===== src/rtl/fft_pkg.sv =====
// Shared types and elaboration-time helpers for the iterative radix-2 FFT engine.
// Sample/bin width is fixed here so the complex type can be shared across files.
package fft_pkg;
    localparam int DATA_W = 12;

    typedef struct packed {
        logic signed [DATA_W-1:0] re;
        logic signed [DATA_W-1:0] im;
    } cplx_t;

    typedef enum logic [1:0] {ST_LOAD, ST_COMPUTE, ST_UNLOAD} state_e;

    function automatic int unsigned bitrev(input int unsigned v, input int unsigned bits);
        int unsigned r;
        r = 0;
        for (int unsigned i = 0; i < bits; i++) r = (r << 1) | ((v >> i) & 32'd1);
        return r;
    endfunction

    // cos or sin of 2*pi*idx/n, integer Taylor series in Q28, rounded to Q2.(tw_w-2).
    function automatic int twiddle(input int idx, input int n, input int tw_w, input bit want_sin);
        longint x, x2, term, acc;
        x    = (64'sd1686629713 * longint'(idx)) / longint'(n);
        x2   = (x * x) >>> 28;
        term = want_sin ? x : (64'sd1 <<< 28);
        acc  = term;
        for (int k = 1; k < 14; k++) begin
            if (want_sin) term = -((term * x2) >>> 28) / longint'((2 * k) * (2 * k + 1));
            else          term = -((term * x2) >>> 28) / longint'((2 * k - 1) * (2 * k));
            acc = acc + term;
        end
        return int'(((acc <<< (tw_w - 2)) + (64'sd1 <<< 27)) >>> 28);
    endfunction
endpackage


===== src/rtl/fft_radix2_iterative_if.sv =====
// Sample-in / bin-out streaming bus of the FFT engine.
interface fft_if #(parameter int N_POINTS = 8);
    import fft_pkg::*;
    localparam int S = $clog2(N_POINTS);

    logic         in_valid;
    logic         in_ready;
    logic         in_inverse;
    cplx_t        in_data;
    logic         out_valid;
    logic         out_ready;
    logic         out_last;
    cplx_t        out_data;
    logic [S-1:0] out_index;

    modport master (
        output in_valid, in_data, in_inverse, out_ready,
        input  in_ready, out_valid, out_data, out_index, out_last
    );
    modport slave (
        input  in_valid, in_data, in_inverse, out_ready,
        output in_ready, out_valid, out_data, out_index, out_last
    );
endinterface


===== src/rtl/fft_radix2_iterative_butterfly.sv =====
// Combinational radix-2 DIT butterfly; each output is halved so a stage never grows.
module fft_butterfly
    import fft_pkg::*;
#(
    parameter int TW_W = 12
) (
    input  cplx_t                  a_i,
    input  cplx_t                  b_i,
    input  logic signed [TW_W-1:0] w_re_i,
    input  logic signed [TW_W-1:0] w_im_i,
    output cplx_t                  top_o,
    output cplx_t                  bot_o
);
    localparam int PW = DATA_W + TW_W + 2;

    logic signed [PW-1:0] ar, ai, br, bi, wr, wi, pr, pim, tr, ti, lr, li;

    // The low DATA_W bits of the halved sum do not depend on the extra headroom bits.
    always_comb begin
        ar  = PW'($signed(a_i.re));
        ai  = PW'($signed(a_i.im));
        br  = PW'($signed(b_i.re));
        bi  = PW'($signed(b_i.im));
        wr  = PW'(w_re_i);
        wi  = PW'(w_im_i);
        pr  = (br * wr - bi * wi) >>> (TW_W - 2);
        pim = (br * wi + bi * wr) >>> (TW_W - 2);
        tr  = (ar + pr) >>> 1;
        ti  = (ai + pim) >>> 1;
        lr  = (ar - pr) >>> 1;
        li  = (ai - pim) >>> 1;
        top_o.re = DATA_W'(tr);
        top_o.im = DATA_W'(ti);
        bot_o.re = DATA_W'(lr);
        bot_o.im = DATA_W'(li);
    end
endmodule


===== src/rtl/fft_radix2_iterative.sv =====
// N-point in-place radix-2 DIT FFT/IFFT: samples in, one butterfly per cycle, bins out in order.
// state      | meaning
// ST_LOAD    | accept N samples into the bank at bit-reversed addresses
// ST_COMPUTE | S stages x N/2 butterflies, one per cycle
// ST_UNLOAD  | present bank[k] in natural order, k advances on handshake
module fft_radix2_iterative
    import fft_pkg::*;
#(
    parameter int N_POINTS = 8,
    parameter int TW_W     = 12
) (
    input  logic clk_i,
    input  logic rst_i,
    fft_if.slave bus,
    output logic fft_busy_o,
    output logic fft_finish_o
);
    localparam int S  = $clog2(N_POINTS);
    localparam int H  = N_POINTS / 2;
    localparam int SW = $clog2(S);
    localparam int BW = S - 1;
    localparam logic [S-1:0]  LAST_K = S'(N_POINTS - 1);
    localparam logic [SW-1:0] LAST_S = SW'(S - 1);
    localparam logic [BW-1:0] LAST_B = BW'(H - 1);

    state_e        state_q, state_d;
    logic [S-1:0]  cnt_q, cnt_d;
    logic [SW-1:0] stage_q, stage_d;
    logic [BW-1:0] bfly_q, bfly_d;
    logic          inv_q, inv_d;
    logic          finish_q, finish_d;
    cplx_t         bank_q [N_POINTS];

    logic [S-1:0]           top_a, bot_a, load_a;
    logic [BW-1:0]          tw_a;
    logic signed [TW_W-1:0] rom_cos [H];
    logic signed [TW_W-1:0] rom_sin [H];
    logic signed [TW_W-1:0] w_im;
    cplx_t                  bf_top, bf_bot;
    logic                   unload;

    for (genvar i = 0; i < H; i++) begin : g_rom
        localparam int C  = twiddle(i, N_POINTS, TW_W, 1'b0);
        localparam int SN = twiddle(i, N_POINTS, TW_W, 1'b1);
        assign rom_cos[i] = TW_W'(C);
        assign rom_sin[i] = TW_W'(SN);
    end

    always_comb begin
        int unsigned s, b, half;
        s      = 32'(stage_q);
        b      = 32'(bfly_q);
        half   = 32'd1 << s;
        top_a  = S'(((b >> s) << (s + 1)) + (b & (half - 1)));
        bot_a  = S'(32'(top_a) + half);
        tw_a   = BW'((b & (half - 1)) << (BW - s));
        load_a = S'(bitrev(32'(cnt_q), S));
    end

    // Forward transform uses W = cos - j*sin, the inverse the conjugate.
    assign w_im = inv_q ? rom_sin[tw_a] : -rom_sin[tw_a];

    fft_butterfly #(.TW_W(TW_W)) u_bfly (
        .a_i   (bank_q[top_a]),
        .b_i   (bank_q[bot_a]),
        .w_re_i(rom_cos[tw_a]),
        .w_im_i(w_im),
        .top_o (bf_top),
        .bot_o (bf_bot)
    );

    always_comb begin
        state_d  = state_q;
        cnt_d    = cnt_q;
        stage_d  = stage_q;
        bfly_d   = bfly_q;
        inv_d    = inv_q;
        finish_d = 1'b0;
        unique case (state_q)
            ST_LOAD: if (bus.in_valid) begin
                if (cnt_q == '0) inv_d = bus.in_inverse;
                cnt_d = cnt_q + S'(1);
                if (cnt_q == LAST_K) state_d = ST_COMPUTE;
            end
            ST_COMPUTE: begin
                bfly_d = bfly_q + BW'(1);
                if (bfly_q == LAST_B) begin
                    stage_d = stage_q + SW'(1);
                    if (stage_q == LAST_S) begin
                        stage_d = '0;
                        state_d = ST_UNLOAD;
                    end
                end
            end
            ST_UNLOAD: if (bus.out_ready) begin
                cnt_d = cnt_q + S'(1);
                if (cnt_q == LAST_K) begin
                    finish_d = 1'b1;
                    state_d  = ST_LOAD;
                end
            end
            default: state_d = ST_LOAD;
        endcase
    end

    always_ff @(posedge clk_i) begin
        if (rst_i) begin
            state_q  <= ST_LOAD;
            cnt_q    <= '0;
            stage_q  <= '0;
            bfly_q   <= '0;
            inv_q    <= 1'b0;
            finish_q <= 1'b0;
        end else begin
            state_q  <= state_d;
            cnt_q    <= cnt_d;
            stage_q  <= stage_d;
            bfly_q   <= bfly_d;
            inv_q    <= inv_d;
            finish_q <= finish_d;
        end
    end

    // Bank is not reset; a frame always rewrites every entry during LOAD.
    always_ff @(posedge clk_i) begin
        if (!rst_i) begin
            if (state_q == ST_LOAD && bus.in_valid) begin
                bank_q[load_a] <= bus.in_data;
            end else if (state_q == ST_COMPUTE) begin
                bank_q[top_a] <= bf_top;
                bank_q[bot_a] <= bf_bot;
            end
        end
    end

    assign unload        = (state_q == ST_UNLOAD);
    assign bus.in_ready  = (state_q == ST_LOAD);
    assign bus.out_valid = unload;
    assign bus.out_data  = unload ? bank_q[cnt_q] : '0;
    assign bus.out_index = unload ? cnt_q : '0;
    assign bus.out_last  = unload && (cnt_q == LAST_K);
    assign fft_busy_o    = (state_q == ST_COMPUTE);
    assign fft_finish_o  = finish_q;
endmodule


===== src/flat_wrapper.sv =====
// flat-port wrapper written by rule: the top's interface ports become plain ports
module fft_radix2_iterative_flat import fft_pkg::*;
#(
    parameter int N_POINTS = 8,
    parameter int TW_W     = 12
)
  (clk_i, rst_i, fft_busy_o, fft_finish_o, bus_in_valid, bus_in_data, bus_in_inverse, bus_out_ready, bus_in_ready, bus_out_valid, bus_out_data, bus_out_index, bus_out_last);
  fft_if #(.N_POINTS(N_POINTS)) bus_i ();
  input  logic clk_i;
  input  logic rst_i;
  output logic fft_busy_o;
  output logic fft_finish_o;
  input wire logic [$bits(bus_i.in_valid)-1:0] bus_in_valid;
  input wire logic [$bits(bus_i.in_data)-1:0] bus_in_data;
  input wire logic [$bits(bus_i.in_inverse)-1:0] bus_in_inverse;
  input wire logic [$bits(bus_i.out_ready)-1:0] bus_out_ready;
  output wire logic [$bits(bus_i.in_ready)-1:0] bus_in_ready;
  output wire logic [$bits(bus_i.out_valid)-1:0] bus_out_valid;
  output wire logic [$bits(bus_i.out_data)-1:0] bus_out_data;
  output wire logic [$bits(bus_i.out_index)-1:0] bus_out_index;
  output wire logic [$bits(bus_i.out_last)-1:0] bus_out_last;
  assign bus_i.in_valid = bus_in_valid;
  assign bus_i.in_data = bus_in_data;
  assign bus_i.in_inverse = bus_in_inverse;
  assign bus_i.out_ready = bus_out_ready;
  assign bus_in_ready = bus_i.in_ready;
  assign bus_out_valid = bus_i.out_valid;
  assign bus_out_data = bus_i.out_data;
  assign bus_out_index = bus_i.out_index;
  assign bus_out_last = bus_i.out_last;
  fft_radix2_iterative #(.N_POINTS(N_POINTS), .TW_W(TW_W)) u_core (.clk_i(clk_i), .rst_i(rst_i), .bus(bus_i), .fft_busy_o(fft_busy_o), .fft_finish_o(fft_finish_o));
endmodule

===== config.mk =====
export PLATFORM = sky130hd
export DESIGN_NAME = fft_radix2_iterative_flat
export DESIGN_NICKNAME = d
export VERILOG_FILES = /design/src/rtl/fft_pkg.sv /design/src/rtl/fft_radix2_iterative_if.sv /design/src/rtl/fft_radix2_iterative_butterfly.sv /design/src/rtl/fft_radix2_iterative.sv /design/src/flat_wrapper.sv
export SDC_FILE = /design/constraint.sdc
export NUM_CORES = 2
export LEC_CHECK = 0
export BUFFER_PORTS_ARGS = -buffer_cell sky130_fd_sc_hd__buf_4
export CAP_MARGIN = 20
export CORE_UTILIZATION = 60
export DETAILED_ROUTE_END_ITERATION = 10
export PLACE_DENSITY = 0.8
export SYNTH_ARGS = -nofsm -noshare
export SYNTH_HDL_FRONTEND = slang
export SYNTH_HIERARCHICAL = 1
export SYNTH_SLANG_ARGS = --single-unit

===== constraint.sdc =====
create_clock -name clk_i -period 26.8 [get_ports clk_i]
set_input_delay 1.34 -clock clk_i [delete_from_list [all_inputs] [get_ports clk_i]]
set_output_delay 1.34 -clock clk_i [all_outputs]
set_load 0.1 [all_outputs]

==> flow_summary.json <==
{
  "run_status": "finished clean",
  "hold_viol_final": 0,
  "reg2reg_from": "u_core/stage_q[0]",
  "clock-root-buffer": "clkbuf_16",
  "ys_ff_latch": 206,
  "core.rowCount": 92,
  "crit_arrival_ns": 13.75,
  "viasPerCell": 5.90,
  "path_max_fanout": 52,
  "cp-end-kind": "flop",
  "clk_pin_slew_ns": 0.07,
  "crit_start": "u_core/stage_q[0]",
  "synth_most_common_cell": "inv_1",
  "finalNetCount": 4414,
  "grt_pass1_wl_mm": 152,
  "clkLatencyLatePin_ns": 0.53,
  "synth_top_area_share_pct": 31.9,
  "htree_levels": 1,
  "drt_iter0_drc": 2243,
  "grt_max_degree": 98,
  "r2r_slack_ns": 13.33,
  "ir_drop_v": 0.0000815,
  "die_y_um": 254,
  "crit_type": "flop to flop",
  "crit_slowest_cell": "buf_4",
  "grt_pass1_vias": 27800,
  "cts_num_sinks": 206,
  "dp.cells": 4358,
  "tns_ns": 0,
  "fmax_mhz": 74.2,
  "grt_overflow": 0,
  "p_leak_uw": 0.0180,
  "synth_ff_type": "edfxtp_1",
  "vias": 25900,
  "finalSetupViolCount": 0,
  "rsz0062_at_grt": "no",
  "antenna_left": 0,
  "synthArstFlopShare_pct": 0,
  "cts_buffers": 20,
  "ioPinCount": 61,
  "grt_usage_pct": 30.9,
  "tritoncts": "done",
  "hold_path_class": "flop to flop",
  "maxSlewHeadroom_pct": 17.9,
  "ys_top_cells_by_area": "fa_1 32%, edfxtp_1 15%, ha_1 7.9%",
  "yosysWarningCount": 6,
  "cp.required_ns": 27.08,
  "drive_above_1_share_pct": 15.1,
  "clk_path_buf_depth": 3,
  "synth_edf_count": 192,
  "p_per_area_mw_per_mm2": 46.0,
  "cts_setup_buffers": 0,
  "endpoint": "u_core/bank_q[3][22]",
  "r2r_end": "u_core/bank_q[3][22]",
  "final.fill_count": 4964,
  "worst_pin_slew_ns": 1.23,
  "yosysTopAreaCell": "fa_1",
  "core_area_mm2": 0.0630,
  "dr.pass1.iters": 6,
  "max_stage_delay_ns": 0.68,
  "drt-wirelength-per-cell_um": 21.7,
  "synth_common_cells": "733 x inv_1, 609 x fa_1, 348 x nand2_1, 284 x and2_1, 242 x ha_1",
  "syn_inst": 3570,
  "maxCapViolations": 0,
  "finalWirelength_mm": 95.5,
  "syn_to_final_growth_pct": 5.02,
  "initial_core_util_pct": 60.7,
  "final_cell_count_no_fill": 4394,
  "antenna_found_initial": 0,
  "synth_area_mm2": 0.0382,
  "hpwl_mm": 69.1,
  "ys_types": 70,
  "postCtsHoldBufs": 0,
  "design.die.area_mm2": 0.0647,
  "min_period_ns": 13.47,
  "syn_avg_cell_area_um2": 10.7,
  "skew_ns": 0.0110,
  "route.detailed.drc": 0,
  "start_kind": "flop",
  "yosysSeqAreaShare_pct": 15.8,
  "reg2reg_depth": 46,
  "die_width_um": 254,
  "ctsResizeCount": 0,
  "finalWeightedCongestion": 0.881,
  "portBuffers": 60,
  "slew_violations": 0,
  "final.period_utilization_pct": 50.3
}
-- power by group --
part / internal (µW) / switching (µW)
clock: 178 / 129
sequential: 357 / 4.29
combinational: 412 / 765
total: 946 / 898
-- per-stage QoR --
stage	cell area [µm²]	util, %	hold slack [ns]	total power (µW)	setup slack (ns)
floorplan	38300	-	0.498	1170	15.63
global placement	39400	62.6	0.542	1460	13.94
detailed placement	39400	62.6	0.537	1480	13.61
CTS	40100	63.7	0.550	1800	13.58
global route	40100	63.7	0.600	1940	12.74
finish	40100	63.7	0.556	1840	13.33
-- cell usage in the layout, fill, tap and decap left out, types with 23 or more instances in the layout --
master	count
inv_1	733
fa_1	608
nand2_1	348
and2_1	283
ha_1	238
edfxtp_1	192
mux2_2	167
mux4_2	104
buf_4	102
xnor2_1	95
mux2_4	75
nor2_1	69
a21oi_1	52
mux2i_1	49
nand2b_1	37
nand3_1	37
xor2_1	34
nor2b_1	30
o21ai_0	23
conb_1	23
-- state kept, by name, summed over array words and instances (netlist names), named ones only --
register / cells
u_core/bank_q: 192
u_core/inv_q: 1
u_core/bfly_q: 2
u_core/state_q: 2
u_core/stage_q: 2
u_core/fft_finish_o: 1
u_core/cnt_q: 3
-- metal layers --
metal	vias to the layer above	GRT usage [%]	share of wire (%)
li1	11200	-	-
met5	-	0	0
met1	13200	38.9	36
met4	0	13.7	4.8
met2	1216	53.1	50
met3	263	4.16	8.9
-- worst min-delay path by stage --
stage                            startpoint  slack [ns]  depth (start not counted)                end
after global placement      u_core/cnt_q[2]        0.54                          2               flop
after floorplan             u_core/cnt_q[1]        0.50                          2               flop
final                       u_core/cnt_q[2]        0.56                          2               flop
after global routing      u_core/stage_q[1]        0.60                          2  u_core/stage_q[1]
after CTS                   u_core/cnt_q[2]        0.55                          2               flop
after detailed placement    u_core/cnt_q[2]        0.54                          2               flop
-- critical path, delay by kind of cell (launching register included) --
family,cells,cell delay [ns]
XOR/XNOR,3,0.93
flip-flops,1,0.48
multiplexers,2,0.67
AO/OA/AOI/OAI,12,2.19
adder cells (fa/ha/maj),12,5.21
buffers and inverters,10,2.17
AND/OR/NAND/NOR,7,1.46
-- cell type report --
cell class                 count  area, µm²  area share, %
clock buffer                  24        515           1.29
antenna                        1       2.50        0.00624
sequential                   206       6050           15.1
inverter                     733       2750           6.86
tap                          846       1060           2.64
clock inverter                11        178          0.443
timing repair buffer         102        766           1.91
multi-input combinational   2471      28800           71.8
-- logic make-up after synthesis --
group / after synthesis / share of synthesized area [%]
other: 1 / 0.00982
adders and majority gates: 851 / 39.8
DFF: 206 / 15.8
buffers and inverters: 915 / 9.50
xor gates and xnor gates: 133 / 3.15
AOI/OAI and AO/OA: 184 / 3.28
muxes: 423 / 16.9
and+or+nand+nor: 857 / 11.5
No activity file was read; power rests on OpenSTA's default activity.
